--- config.mk ---
export PLATFORM = sky130hd
export DESIGN_NAME = cpu_run_ctrl
export DESIGN_NICKNAME = d
export VERILOG_FILES = /design/src/rtl/cpu_run_ctrl.sv
export SDC_FILE = /design/constraint.sdc
export NUM_CORES = 1
export LEC_CHECK = 0
export BUFFER_PORTS_ARGS = -buffer_cell sky130_fd_sc_hd__buf_2
export CELL_PAD_IN_SITES_DETAIL_PLACEMENT = 1
export CELL_PAD_IN_SITES_GLOBAL_PLACEMENT = 1
export CORE_MARGIN = 10
export CORE_UTILIZATION = 44
export CTS_BUF_LIST = sky130_fd_sc_hd__clkbuf_4 sky130_fd_sc_hd__clkbuf_8
export CTS_CLUSTER_SIZE = 24
export DETAILED_ROUTE_END_ITERATION = 10
export MAX_ROUTING_LAYER = met4
export PLACE_DENSITY = 0.77
export SLEW_MARGIN = 25
export SYNTH_ARGS = -nofsm -noshare
export SYNTH_HDL_FRONTEND = slang
export SYNTH_SLANG_ARGS = --single-unit
--- constraint.sdc ---
create_clock -name iCLK -period 2.52 [get_ports iCLK]
set_input_delay 0.126 -clock iCLK [delete_from_list [all_inputs] [get_ports iCLK]]
set_output_delay 0.126 -clock iCLK [all_outputs]
set_load 0.03 [all_outputs]
--- src/rtl/cpu_run_ctrl.sv ---
// cpu_run_ctrl: sequences the single-cycle CPU through clear, pause/step, run and halt
// by issuing a one-cycle clock enable on the board clock; also counts issued enables.
module cpu_run_ctrl #(
    parameter int DB_CYCLES = 500000,
    parameter int RST_HOLD  = 16,
    parameter int TAP0      = 10,
    parameter int TAP1      = 15,
    parameter int TAP2      = 20,
    parameter int TAP3      = 24,
    parameter int PRE_W     = 26
) (
    input  logic        iCLK,
    input  logic        iRST_n,
    input  logic [1:0]  iRate_sel,
    input  logic        iRun_sw,
    input  logic        iStep_key,
    input  logic        iClr_key,
    input  logic        iHlt,
    output logic        oCpu_en,
    output logic        oCpu_rst,
    output logic [1:0]  oState,
    output logic        oHalted,
    output logic [31:0] oCycles
);

    localparam logic [1:0] S_CLR   = 2'd0;
    localparam logic [1:0] S_PAUSE = 2'd1;
    localparam logic [1:0] S_RUN   = 2'd2;
    localparam logic [1:0] S_HALT  = 2'd3;

    localparam int DB_W   = $clog2(DB_CYCLES + 1);
    localparam int HOLD_W = $clog2(RST_HOLD + 1);

    function automatic logic [PRE_W-1:0] low_ones(input int n);
        logic [PRE_W-1:0] m;
        m = '0;
        for (int b = 0; b < PRE_W; b++) begin
            if (b < n) m[b] = 1'b1;
        end
        return m;
    endfunction

    localparam logic [PRE_W-1:0] MASK0 = low_ones(TAP0);
    localparam logic [PRE_W-1:0] MASK1 = low_ones(TAP1);
    localparam logic [PRE_W-1:0] MASK2 = low_ones(TAP2);
    localparam logic [PRE_W-1:0] MASK3 = low_ones(TAP3);

    logic [1:0]        step_sync;
    logic [1:0]        clr_sync;
    logic [1:0]        run_sync;
    logic [1:0]        rate_sync0;
    logic [1:0]        rate_sync1;
    logic [1:0]        key_s;
    logic [1:0]        db_level;
    logic [1:0]        key_press;
    logic [DB_W-1:0]   db_cnt [2];
    logic [PRE_W-1:0]  pre;
    logic [PRE_W-1:0]  tap_mask;
    logic              tick;
    logic              run_s;
    logic              step_press;
    logic              clr_press;
    logic [1:0]        state;
    logic [HOLD_W-1:0] hold_cnt;
    logic [31:0]       cycles_q;
    logic [31:0]       cycles_next;

    // Keys idle high, so their synchronisers reset to the released level.
    always_ff @(posedge iCLK) begin
        if (!iRST_n) begin
            step_sync  <= 2'b11;
            clr_sync   <= 2'b11;
            run_sync   <= 2'b00;
            rate_sync0 <= 2'b00;
            rate_sync1 <= 2'b00;
        end else begin
            step_sync  <= {step_sync[0], iStep_key};
            clr_sync   <= {clr_sync[0], iClr_key};
            run_sync   <= {run_sync[0], iRun_sw};
            rate_sync0 <= iRate_sel;
            rate_sync1 <= rate_sync0;
        end
    end

    assign key_s      = {clr_sync[1], step_sync[1]};
    assign run_s      = run_sync[1];
    assign step_press = key_press[0];
    assign clr_press  = key_press[1];

    // Level flips only after DB_CYCLES consecutive disagreeing samples; press fires on 1->0.
    always_ff @(posedge iCLK) begin
        for (int i = 0; i < 2; i++) begin
            if (!iRST_n) begin
                db_level[i]  <= 1'b1;
                db_cnt[i]    <= '0;
                key_press[i] <= 1'b0;
            end else begin
                key_press[i] <= 1'b0;
                if (key_s[i] == db_level[i]) begin
                    db_cnt[i] <= '0;
                end else if (db_cnt[i] == DB_W'(DB_CYCLES - 1)) begin
                    db_cnt[i]    <= '0;
                    db_level[i]  <= key_s[i];
                    key_press[i] <= ~key_s[i];
                end else begin
                    db_cnt[i] <= db_cnt[i] + 1'b1;
                end
            end
        end
    end

    always_ff @(posedge iCLK) begin
        if (!iRST_n) pre <= '0;
        else         pre <= pre + 1'b1;
    end

    always_comb begin
        tap_mask = MASK0;
        case (rate_sync1)
            2'd0:    tap_mask = MASK0;
            2'd1:    tap_mask = MASK1;
            2'd2:    tap_mask = MASK2;
            default: tap_mask = MASK3;
        endcase
    end

    assign tick        = ((pre & tap_mask) == tap_mask);
    assign cycles_next = (cycles_q == 32'hFFFF_FFFF) ? cycles_q : cycles_q + 32'd1;

    // Clear beats halt, halt beats run/pause, and those beat tick/step.
    always_ff @(posedge iCLK) begin
        if (!iRST_n) begin
            state    <= S_CLR;
            oCpu_rst <= 1'b1;
            oCpu_en  <= 1'b0;
            oHalted  <= 1'b0;
            cycles_q <= '0;
            hold_cnt <= '0;
        end else begin
            oCpu_en <= 1'b0;
            if (clr_press) begin
                state    <= S_CLR;
                oCpu_rst <= 1'b1;
                oHalted  <= 1'b0;
                cycles_q <= '0;
                hold_cnt <= '0;
            end else begin
                case (state)
                    S_CLR: begin
                        if (hold_cnt == HOLD_W'(RST_HOLD - 1)) begin
                            state    <= S_PAUSE;
                            oCpu_rst <= 1'b0;
                        end else begin
                            hold_cnt <= hold_cnt + 1'b1;
                        end
                    end
                    S_PAUSE: begin
                        if (iHlt) begin
                            state   <= S_HALT;
                            oHalted <= 1'b1;
                        end else if (run_s) begin
                            state <= S_RUN;
                        end else if (step_press) begin
                            oCpu_en  <= 1'b1;
                            cycles_q <= cycles_next;
                        end
                    end
                    S_RUN: begin
                        if (iHlt) begin
                            state   <= S_HALT;
                            oHalted <= 1'b1;
                        end else if (!run_s) begin
                            state <= S_PAUSE;
                        end else if (tick) begin
                            oCpu_en  <= 1'b1;
                            cycles_q <= cycles_next;
                        end
                    end
                    default: begin
                    end
                endcase
            end
        end
    end

    assign oState  = state;
    assign oCycles = cycles_q;

endmodule

# Word level (Yosys, flattened, before mapping)
# Memory sizes are Yosys's and may differ from the RTL's.
# Index checks and enable logic that the tools add are counted.
# totals
regBits,82
ram_bits,38
in_bits,8
output_inout_bits,37
n_memories,1
# memory_table
memory,depth,width,read_ports,rd_ports_with_merged_regs,write_ports,line_no,source
db_cnt,2,19,2,0,2,56,logic [DB_W-1:0] db_cnt [2];
# classes
add_sub_neg,5
eq_ne,20
muxes,51
bitwise_logic,15
reduce_logical,15
# op_table
cell,count
$mux W32,7
$mux W19,6
$pmux W24 S3,1
$pmux W32 S2,1
$add A19 B1 Y19 const B,2
$eq A19 B19 Y1 const B,2
$add A32 B1 Y32 const B,1
$eq A32 B32 Y1 const B,1
$mux W1,29
$add A26 B1 Y26 const B,1
$and A26 B26 Y26,1
$eq A26 B26 Y1,1
$ne A2 B2 Y1 const B,7
$mux W2,5
$reduce_and A2 Y1,5
$not A1 Y1,8
$reduce_and A7 Y1,1
$ne A3 B3 Y1 const B,2
$or A1 B1 Y1,6
$pmux W2 S3,1
$reduce_or A3 Y1,2
$add A5 B1 Y5 const B,1
$eq A5 B4 Y1 const B,1
$eq A2 B1 Y1 const B,2
other kinds (8),12

# Depth between registers and ports, before layout
# depth
ltp_word,8
ltp_mapped,10
ltp_nobuf,9

# Least setup slack after synthesis
# No wires, ideal clock.
# synth_timing
kind,reg-to-reg
start,"register cycles_q[0], in the netlist oCycles[0]"
end,"register cycles_q[1], in the netlist oCycles[1]"
arrival_ns,2.339
required_ns,2.450
slack_ns,0.110
path_stages_with_launch,10
period_less_slack_ns,2.410
path_cell_list,dfxtp_1 -> ha_1 -> nand4_1 -> nor4_1 -> and4_1 -> clkbuf_1 -> clkbuf_1 -> buf_2 -> o21ai_0 -> a21oi_1
# synth_via
elab_chain_len,6
elab_cells_between_ends,10
cone_classes,add/sub: 1; eq/ne: 1; mux: 8
# synth_lines
item,line_no,source
start: declaration,65,logic [31:0] cycles_q;
start signal: assignment,165,cycles_q <= cycles_next;
start signal: assignment,176,cycles_q <= cycles_next;
$add A32 B1 Y32 or $eq A32 B32 Y1 (tied branches),128,assign cycles_next = (cycles_q == 32'hFFFF_FFFF) ? cycles_q : cycles_q + 32'd1;
$mux W32 (*),128,
"$mux W32, on equally long branches","174, 163",
"$mux W32, on equally long branches","172, 161",
"$mux W32, on equally long branches","169, 158",
$pmux W32 S2 (*),148,case (state)
# Every way passes the cells marked *; elsewhere a longest branch is shown, timed or not. The select of a mux whose other input is x is not followed.
# A chain may end at the register's enable or synchronous reset.

# Final worst setup path
# layout_timing
start,register pre[4]
end,"register cycles_q[16], in the netlist oCycles[16]"
# layout_via
elab_chain_len,4
# layout_lines
item,line_no,source
start: declaration,57,logic [PRE_W-1:0] pre;
start signal: assignment,114,else pre <= pre + 1'b1;
$and A26 B26 Y26,127,assign tick = ((pre & tap_mask) == tap_mask);
$eq A26 B26 Y1,127,
$ne A2 B2 Y1 (no source line),-,
$reduce_and A7 Y1 (no source line),-,
# Every way passes these cells.

==> impl_results.md <==
* Status: finished, final reports clean
* Fin. Hold Viols at 0
* CP endpoint kind: flop
* RSZ-0062 raised after global routing: no
* PortBufs at 44
* Max Cap Viol at 0
* Setup bufs post-CTS at 0
* Iter 0 DRT Violations at 310
* First-pass GRT wire length at 24,100 um
* Clk_lat worst skew at 0.45 ns
* Final Cycle Share at 92.4%
* Share of cells above drive strength 1 at 14.2%
* Area grow syn2layout at 18.6%
* Min cycle time layout at 2.33 ns
* Synth Area per Inst at 9.26 um2
* CP required at 2.89 ns
* GRT Total Usage at 16.6%
* Sequential area share after synthesis at 47.7%
* Via/cell ratio at 5.30
* Pleak at 2.51 nW
* Critical-path top delay cell: or4_1
* I/O Pins at 45
* M3 GR Usage at 4.78%
* Largest stage delay, worst path at 0.51 ns
* Ranking of synthesized cells by area: dfxtp_1 28%, edfxtp_1 20%, xnor2_1 4.9%
* Htree depth at 4
* Initial Util at 45.2%
* YS warnings at 0
* # rows at 41
* Commonest non-fill, non-tap cell in the layout: dfxtp_1
* Post-synth EDFFs at 38
* Yosys top cell area share at 27.9%
* F_max at 429 MHz
* Setup TNS at 0 ns
* Commonest non-fill, non-tap cells in the layout: 80 x dfxtp_1, 67 x nor2_1, 51 x nand2_1
* GP Congestion at 0.787
* Post-synth cell types at 47
* Peak supply drop at 558 uV
* Antenna violations before repair at 0
* Drt drc at 0
* Setup crit start kind: flop
* DR vias at 4,799
* Mapped Cells at 621
* Die X at 134 um
* # diodes at 0
* Root buffer cell: clkbuf_8
* Worst-margin pin slew at 0.722 ns
* WL/cell at 15.1 um
* Grt total ovfl at 0
* GRT busiest layer: met2
* CP bufs+invs at 1
* Core ar. at 0.0127 mm2
* Largest net degree at the start of global routing at 55
* Hpwl dp at 9690 um
* Final setup violation count at 0
* Worst Path Arrival at 2.70 ns
* Vias in the first global route at 5,097
* Top cell type by total area after synthesis: dfxtp_1
* Post-route ant nets at 0
* Worst Hold Class: in -> reg
* Total Wirelength at 13,700 um
* Met1 Use GR at 18.3%
* Fillers at 1,547
* Crit-path cells: nand4_4, o41ai_2, o21ai_1, or2_1, buf_12, or4_1, a21oi_1
* DIE AREA at 0.0180 mm2
* Mapped cell area at 0.00575 mm2
* Crit-path leading delay family: simple AND/OR/NAND/NOR gates
* CTS buffer count at 17
* Seq cells post-synth at 118
* Power per Cell Area at 581 mW/mm2
* Ys async rst share at 0%
* Layout Nets at 738
* CTS Buffer Depth at 2
* Met2 GRT Util at 27.6%
* Clock skew at 0.0115 ns
* Clk pin slew, worst setup/hold paths at 0.07 ns
* Drt pass-1 iters at 6
* Max FO, Critical Path at 54
* Die Span Y at 134 um
* CTS sink count at 118
* Setup CP Type: reg -> reg
* Synth Flop Type: dfxtp_1
* CTS tree: yes
* Max Slew Vio Count at 0
* Max transition margin at 51.7%
* Final Util at 53.6%
## sequential cells by signal, summed over array words and instances, names as in the netlist, 2 cells and up
register	flops
step_sync	2
db_cnt	38
oCycles	32
key_press	2
rate_sync1	2
pre	24
db_level	2
clr_sync	2
hold_cnt	5
run_sync	2
oState	2
rate_sync0	2
## worst min-delay path, delay by kind of cell
family	cells	cell delay [ns]
AND/OR/NAND/NOR	3	0.23
buffers and inverters	1	0.12
## Yosys cell counts, drive strengths merged (11+ instances only)
library cell / count
and3: 14
nand4: 27
nor3: 11
nand2: 51
and2: 27
o21ai: 20
xnor2: 32
a21oi: 33
or4: 15
inv: 14
or3: 22
o31ai: 13
xor2: 24
nor2: 67
dfxtp: 80
edfxtp: 38
nand3: 38
clkbuf: 20
## power by group
part	total, mW	switching [mW]	internal [mW]
logic	0.253	0.156	0.0973
clock network	1.64	0.725	0.915
registers	2.07	0.0532	2.02
## stage by stage
step	std cells	setup WS (ns)	instance area, um2	hold WS, ns	total power, mW
4_1_cts	905	0.133	6810	0.0540	4.02
3_5_place_dp	867	0.148	6370	0.316	2.36
2_1_floorplan	658	0.110	5890	0.205	2.28
5_1_grt	905	0.0269	6820	0.0831	4.15
3_3_place_gp	867	0.243	6370	0.304	2.34
6_report	905	0.191	6820	0.0838	3.96
## cell type report
class                           instances  area (um2)  area share (%)
Clock buffer                           29         368            5.39
Clock inverter                          3        15.0           0.220
Inverter                               14        52.6           0.770
Multi-Input combinational cell        502        3000            43.9
Sequential cell                       118        2740            40.2
Tap cell                              172         215            3.15
Timing Repair Buffer                   67         433            6.35
## repair_timing
item,in CTS,in global routing
hold buffers,6,0
gates resized for setup,0,2
endpoints found under the setup margin,0,6
endpoints found under the hold margin,7,0
## worst paths after layout
path	startpoint	to	slack, ns	cells after the start
hold reg to reg	clr_sync[0]	clr_sync[1]	0.41	1
hold / removal	iRST_n	oCycles[8]	0.08	4
setup / recovery	pre[4]	oCycles[16]	0.19	7
setup reg to reg	pre[4]	oCycles[16]	0.19	7
## kinds of logic after synthesis
family | synth area share [%]
buf+inv | 2.78
mux | 0.870
compound gates | 8.94
other cells | 0.0652
fa+ha+maj | 2.18
xor+xnor | 8.53
flops | 47.7
simple gates | 28.9
## routing by layer
| layer | share of wire [%] | wire length, um |
|---|---|---|
| met1 | 45 | 6130 |
| met2 | 50 | 6790 |
| met3 | 3.5 | 484 |
| met4 | 1.8 | 243 |
| met5 | 0 | 0 |
Power figures use the tool's default switching activity.
